--- src/rtl/spi_slave_if.sv ---
// SPI slave front end: deserialises (DATA_W+2)-bit command frames from MOSI and
// streams the RAM's read byte back on MISO after a read-data frame.
module spi_slave_if #(
  parameter int DATA_W = 8
) (
  input  logic              clk,
  input  logic              rst,
  input  logic              SS_n,
  input  logic              MOSI,
  output logic              MISO,
  output logic [DATA_W+1:0] rx_data,
  output logic              rx_valid,
  input  logic [DATA_W-1:0] tx_data,
  input  logic              tx_valid
);

  localparam int unsigned FRAME_W = DATA_W + 2;
  localparam int unsigned CNT_W   = $clog2(FRAME_W + 1);
  localparam int unsigned TXC_W   = $clog2(DATA_W + 1);

  typedef enum logic [2:0] {
    IDLE      = 3'd0,
    CHK_CMD   = 3'd1,
    WRITE     = 3'd2,
    READ_ADD  = 3'd3,
    READ_DATA = 3'd4
  } state_t;

  state_t              state, state_nxt;
  logic [CNT_W-1:0]    cnt;
  logic [FRAME_W-2:0]  shreg;
  logic                rd_addr_seen;
  logic                armed;
  logic [DATA_W-1:0]   tx_shift;
  logic [TXC_W-1:0]    tx_cnt;

  logic                cmd_bit;
  logic                frame_bit;
  logic                frame_done;

  always_ff @(posedge clk) begin
    if (rst) state <= IDLE;
    else     state <= state_nxt;
  end

  always_comb begin
    state_nxt = state;
    if (SS_n) begin
      state_nxt = IDLE;
    end else begin
      case (state)
        IDLE:    state_nxt = CHK_CMD;
        CHK_CMD: begin
          if (!MOSI)             state_nxt = WRITE;
          else if (rd_addr_seen) state_nxt = READ_DATA;
          else                   state_nxt = READ_ADD;
        end
        default: state_nxt = state;
      endcase
    end
  end

  always_comb begin
    cmd_bit    = 1'b0;
    frame_bit  = 1'b0;
    frame_done = 1'b0;
    if (!SS_n) begin
      cmd_bit = (state == CHK_CMD);
      if ((state == WRITE || state == READ_ADD || state == READ_DATA) &&
          (cnt < CNT_W'(FRAME_W))) begin
        frame_bit  = 1'b1;
        frame_done = (cnt == CNT_W'(FRAME_W - 1));
      end
    end
  end

  always_ff @(posedge clk) begin
    if (rst) begin
      MISO         <= 1'b0;
      rx_valid     <= 1'b0;
      rx_data      <= '0;
      cnt          <= '0;
      shreg        <= '0;
      rd_addr_seen <= 1'b0;
      armed        <= 1'b0;
      tx_shift     <= '0;
      tx_cnt       <= '0;
    end else begin
      rx_valid <= 1'b0;
      if (SS_n) begin
        // Abort or inter-frame gap: rx_data and rd_addr_seen deliberately keep their values.
        cnt      <= '0;
        armed    <= 1'b0;
        tx_shift <= '0;
        tx_cnt   <= '0;
        MISO     <= 1'b0;
      end else begin
        if (cmd_bit) begin
          shreg <= {{(FRAME_W-2){1'b0}}, MOSI};
          cnt   <= CNT_W'(1);
        end
        if (frame_bit) begin
          shreg <= {shreg[FRAME_W-3:0], MOSI};
          cnt   <= cnt + CNT_W'(1);
        end

        if (armed && tx_valid) begin
          MISO     <= tx_data[DATA_W-1];
          tx_shift <= {tx_data[DATA_W-2:0], 1'b0};
          tx_cnt   <= TXC_W'(DATA_W - 1);
          armed    <= 1'b0;
        end else if (tx_cnt != '0) begin
          MISO     <= tx_shift[DATA_W-1];
          tx_shift <= {tx_shift[DATA_W-2:0], 1'b0};
          tx_cnt   <= tx_cnt - TXC_W'(1);
        end else begin
          MISO <= 1'b0;
        end

        if (frame_done) begin
          rx_data  <= {shreg, MOSI};
          rx_valid <= 1'b1;
          if (state == READ_ADD) rd_addr_seen <= 1'b1;
          if (state == READ_DATA) begin
            rd_addr_seen <= 1'b0;
            armed        <= 1'b1;
          end
        end
      end
    end
  end

endmodule

--- config.mk ---
export PLATFORM = sky130hd
export DESIGN_NAME = spi_slave_if
export DESIGN_NICKNAME = d
export VERILOG_FILES = /design/src/rtl/spi_slave_if.sv
export SDC_FILE = /design/constraint.sdc
export NUM_CORES = 1
export LEC_CHECK = 0
export ABC_AREA = 1
export BUFFER_PORTS_ARGS = -buffer_cell sky130_fd_sc_hd__buf_4
export CORE_UTILIZATION = 45
export CTS_CLUSTER_DIAMETER = 150
export DETAILED_ROUTE_END_ITERATION = 7
export PLACE_DENSITY = 0.77
export SYNTH_ARGS = -nofsm -noshare
export SYNTH_HDL_FRONTEND = slang
export SYNTH_SLANG_ARGS = --single-unit
--- constraint.sdc ---
create_clock -name clk -period 1.21 [get_ports clk]
set_input_delay 0.0605 -clock clk [delete_from_list [all_inputs] [get_ports clk]]
set_output_delay 0.0605 -clock clk [all_outputs]
set_load 0.02 [all_outputs]
==> out/qor.csv <==
stage,metric,value,unit
route,dr.pass1.iters,4,
worst_setup_path,path_class,reg2reg,
sta,setup_ws,-10.6,ps
synthesis,synth.cell_area,1880,µm²
route,ant_nets,0,
synthesis,synthAdderAreaFrac,0.0266,
floorplanning,dieArea,4450,µm²
power_and_ir_drop,clkPwrFrac,0.315,
worst_setup_path,cp-startpoint,cnt[2],
route,wl_per_cell,11.8,µm
layout,num_antenna_cells,0,
clock_tree,clk_latency,300,ps
power_and_ir_drop,power.net_switching,1.09,mW
global_routing,grt_pass1_wl,6.69,mm
run,cap_violations,0,
global_routing,grt_start_max_net_pins,24,
sta,rsz0062_at_grt,yes,
floorplanning,initial_core_util,0.471,
sta,hold_violations,0,
clock_tree,cts.sink_count,41,
floorplanning,chipHeight,66.7,µm
synthesis,synth_top_family_by_area,simple AND/OR/NAND/NOR gates,
sta,fmax,819,MHz
worst_setup_path,critPathLaunchType,flip-flop,
floorplanning,io_pins,25,
synthesis,synthXorXnorAreaFrac,0.00930,
clock_tree,cts_max_level,2,
clock_tree,cts_tree,built,
synthesis,synth.distinct_cells,26,
layout,final_common_cell,nand2_1,
route,via_per_inst,5.09,
power_and_ir_drop,internal_power,2.55,mW
place,routabilityCongestion,0.822,
synthesis,synth_compound_area_frac,0.103,
worst_setup_path,critPathCaptureType,flip-flop,
layout,layoutNonFillerInstCount,352,
power_and_ir_drop,swShare,0.300,
floorplanning,core,4000,µm²
min_path,hold_class,in2reg,
floorplanning,die_x,66.7,µm
worst_setup_path,critPathArrivalTime,1400,ps
global_routing,overflow,0,
outcome,violations,negative setup slack,
route,vias,1790,
sta,fin_crit_sh,1.01,
clock_tree,cts_buffer_depth,2,
power_and_ir_drop,irDropWorstVdd,0.00106,V
worst_setup_path,r2r_setup_slack,-10,ps
synthesis,ys_seq_area_frac,0.436,
layout,syn2layout_area_growth,34.6,%
power_and_ir_drop,power.leakage,1.04,nW
sta,slew_headroom,0.768,
worst_setup_path,critPathMaxFanout,6,
clock_tree,root_buffer,clkbuf_8,
worst_setup_path,r2r-start,cnt[2],
sta,min_period,1220,ps
global_routing,track_usage,0.201,
place,pre_cts_ws,-109,ps
power_and_ir_drop,p_seq_frac,0.394,
route,drcViolationCount,0,
layout,drive_gt1_frac,0.328,
sta,fin_skew,7.37,ps
worst_setup_path,reg2reg_depth,5,
layout,nNetsFinal,318,
synthesis,syn_nets,271,
global_routing,grt_pass1_vias,1585,
route,drt_iter0_markers,171,
layout,final_cell_mix,"nand2_1 (45), buf_4 (43), dfxtp_1 (33), nor2_1 (27), nand3_1 (26)",
place,hpwlAfterDp,2.72,mm
clock_tree,clkSlewWorstSetupHoldPaths,70,ps
power_and_ir_drop,comb_power_share,0.290,
clock_tree,cts_made_buffers,5,
power_and_ir_drop,p_per_area,1430,nW/µm²
synthesis,avgSynthCellArea,7.42,µm²
route,wirelength,4.16,mm
worst_setup_path,required,1390,ps
worst_setup_path,reg2reg_to,cnt[2],
outcome,status,"complete, but fails checks",
synthesis,yosysWarnings,0,
synthesis,synthMuxAreaShare,0,
sta,report.final.slew_viol_count,0,
synthesis,yosys_register_bits,41,
sta,setup_viol,2,
global_routing,grt_antenna_before_repair,0,
synthesis,syn_inst,254,
place,dp_cells,338,
synthesis,synthSimpleGateAreaFrac,0.325,
place,portBuffers,24,
floorplanning,fp-row-count,23,
worst_setup_path,crit_end,cnt[2],
sta,worst_slew_pin_slew,347,ps
## cell usage after synthesis
library cell | instances | share of area
nand3_2 | 1 | 0.0053
buf_2 | 8 | 0.021
o21ai_0 | 4 | 0.011
inv_2 | 7 | 0.014
a31oi_1 | 6 | 0.020
nor2_1 | 31 | 0.062
buf_6 | 2 | 0.012
nor3_1 | 2 | 0.0053
o21ai_1 | 3 | 0.0080
nor2_8 | 1 | 0.011
buf_1 | 1 | 0.0020
a21oi_1 | 21 | 0.056
nand4_1 | 13 | 0.043
nand2_1 | 46 | 0.092
nand2_2 | 1 | 0.0033
buf_4 | 1 | 0.0040
xor2_1 | 2 | 0.0093
o21ai_4 | 1 | 0.0086
inv_1 | 24 | 0.048
nor3_2 | 1 | 0.0053
nand3_1 | 27 | 0.072
dfxtp_1 | 41 | 0.44
nor2_2 | 4 | 0.013
ha_1 | 4 | 0.027
nand3b_1 | 1 | 0.0040
nand3_4 | 1 | 0.0093
## flip-flops by register name, indices dropped and copies added (netlist names)
signal	flops
rx_data	10
shreg	9
tx_shift	7
cnt	4
tx_cnt	4
state	3
MISO	1
armed	1
rd_addr_seen	1
rx_valid	1
## cell type report
type / instances / area, µm²
inverters: 31 / 124
fillers: 335 / 1460
multi-input cells: 171 / 975
flip-flops and latches: 41 / 838
repair buffers: 51 / 420
well taps: 50 / 62.6
clock inverters: 1 / 30.0
clock buffers: 7 / 86.3
## power by group through the flow
stage,logic [mW],registers [mW],clock network [mW]
after floorplan,0.456,1.45,0
after global placement,0.782,1.46,0
after detailed placement,0.798,1.46,0
after CTS,0.864,1.43,1.18
after global routing,1.13,1.44,1.22
final,1.06,1.44,1.15
## logic make-up (layout without fill, tap and decap cells)
group / count (synthesis) / after routing
and+or+nand+nor: 129 / 130
DFF: 41 / 41
xor gates and xnor gates: 2 / 2
AOI/OAI and AO/OA: 35 / 35
buffers and inverters: 43 / 90
adders and majority gates: 4 / 4
## stage by stage
step / TNS, ps / hold WS, ps / power (mW) / instance area, µm² / util
floorplan: 0 / 192 / 1.91 / 1890 / -
global placement: -665 / 321 / 2.24 / 2240 / 0.560
detailed placement: -1440 / 324 / 2.26 / 2240 / 0.560
CTS: 0 / 9.67 / 3.47 / 2440 / 0.610
global route: -892 / 29.4 / 3.80 / 2540 / 0.634
finish: -12.2 / 5.32 / 3.64 / 2540 / 0.634
## worst min path at each step
stage,cells after the start,to,startpoint,slack [ps]
global placement,2,shreg[5],rst,320
finish,3,shreg[0],MOSI,5
detailed placement,2,shreg[2],rst,320
floorplan,2,shreg[0],MOSI,190
global route,3,shreg[0],MOSI,30
CTS,3,tx_shift[1],tx_data[0],10
## worst max-delay path, cell delays in order (launching register included)
cell and delay (ps):
dfxtp_4 370, o21ai_4 220, nand3_4 190, buf_6 180, nand3_1 80, a21oi_1 70
## routing by layer
layer / up-vias / track usage / wire length, µm
met5: - / 0 / 0
met4: 0 / 0.0904 / 68
met3: 6 / 0.0599 / 143
met2: 28 / 0.309 / 2020
met1: 824 / 0.257 / 1930
li1: 932 / - / -
## timing repair
action / CTS / global route
setup buffers: 3 / 1
pin swaps: 11 / 13
resized for setup: 16 / 28
endpoints found under the hold margin: 3 / 0
hold buffers: 1 / 0
cloned: 1 / 0
setup endpoints to repair: 20 / 34
No activity file was read; power rests on OpenSTA's default activity.
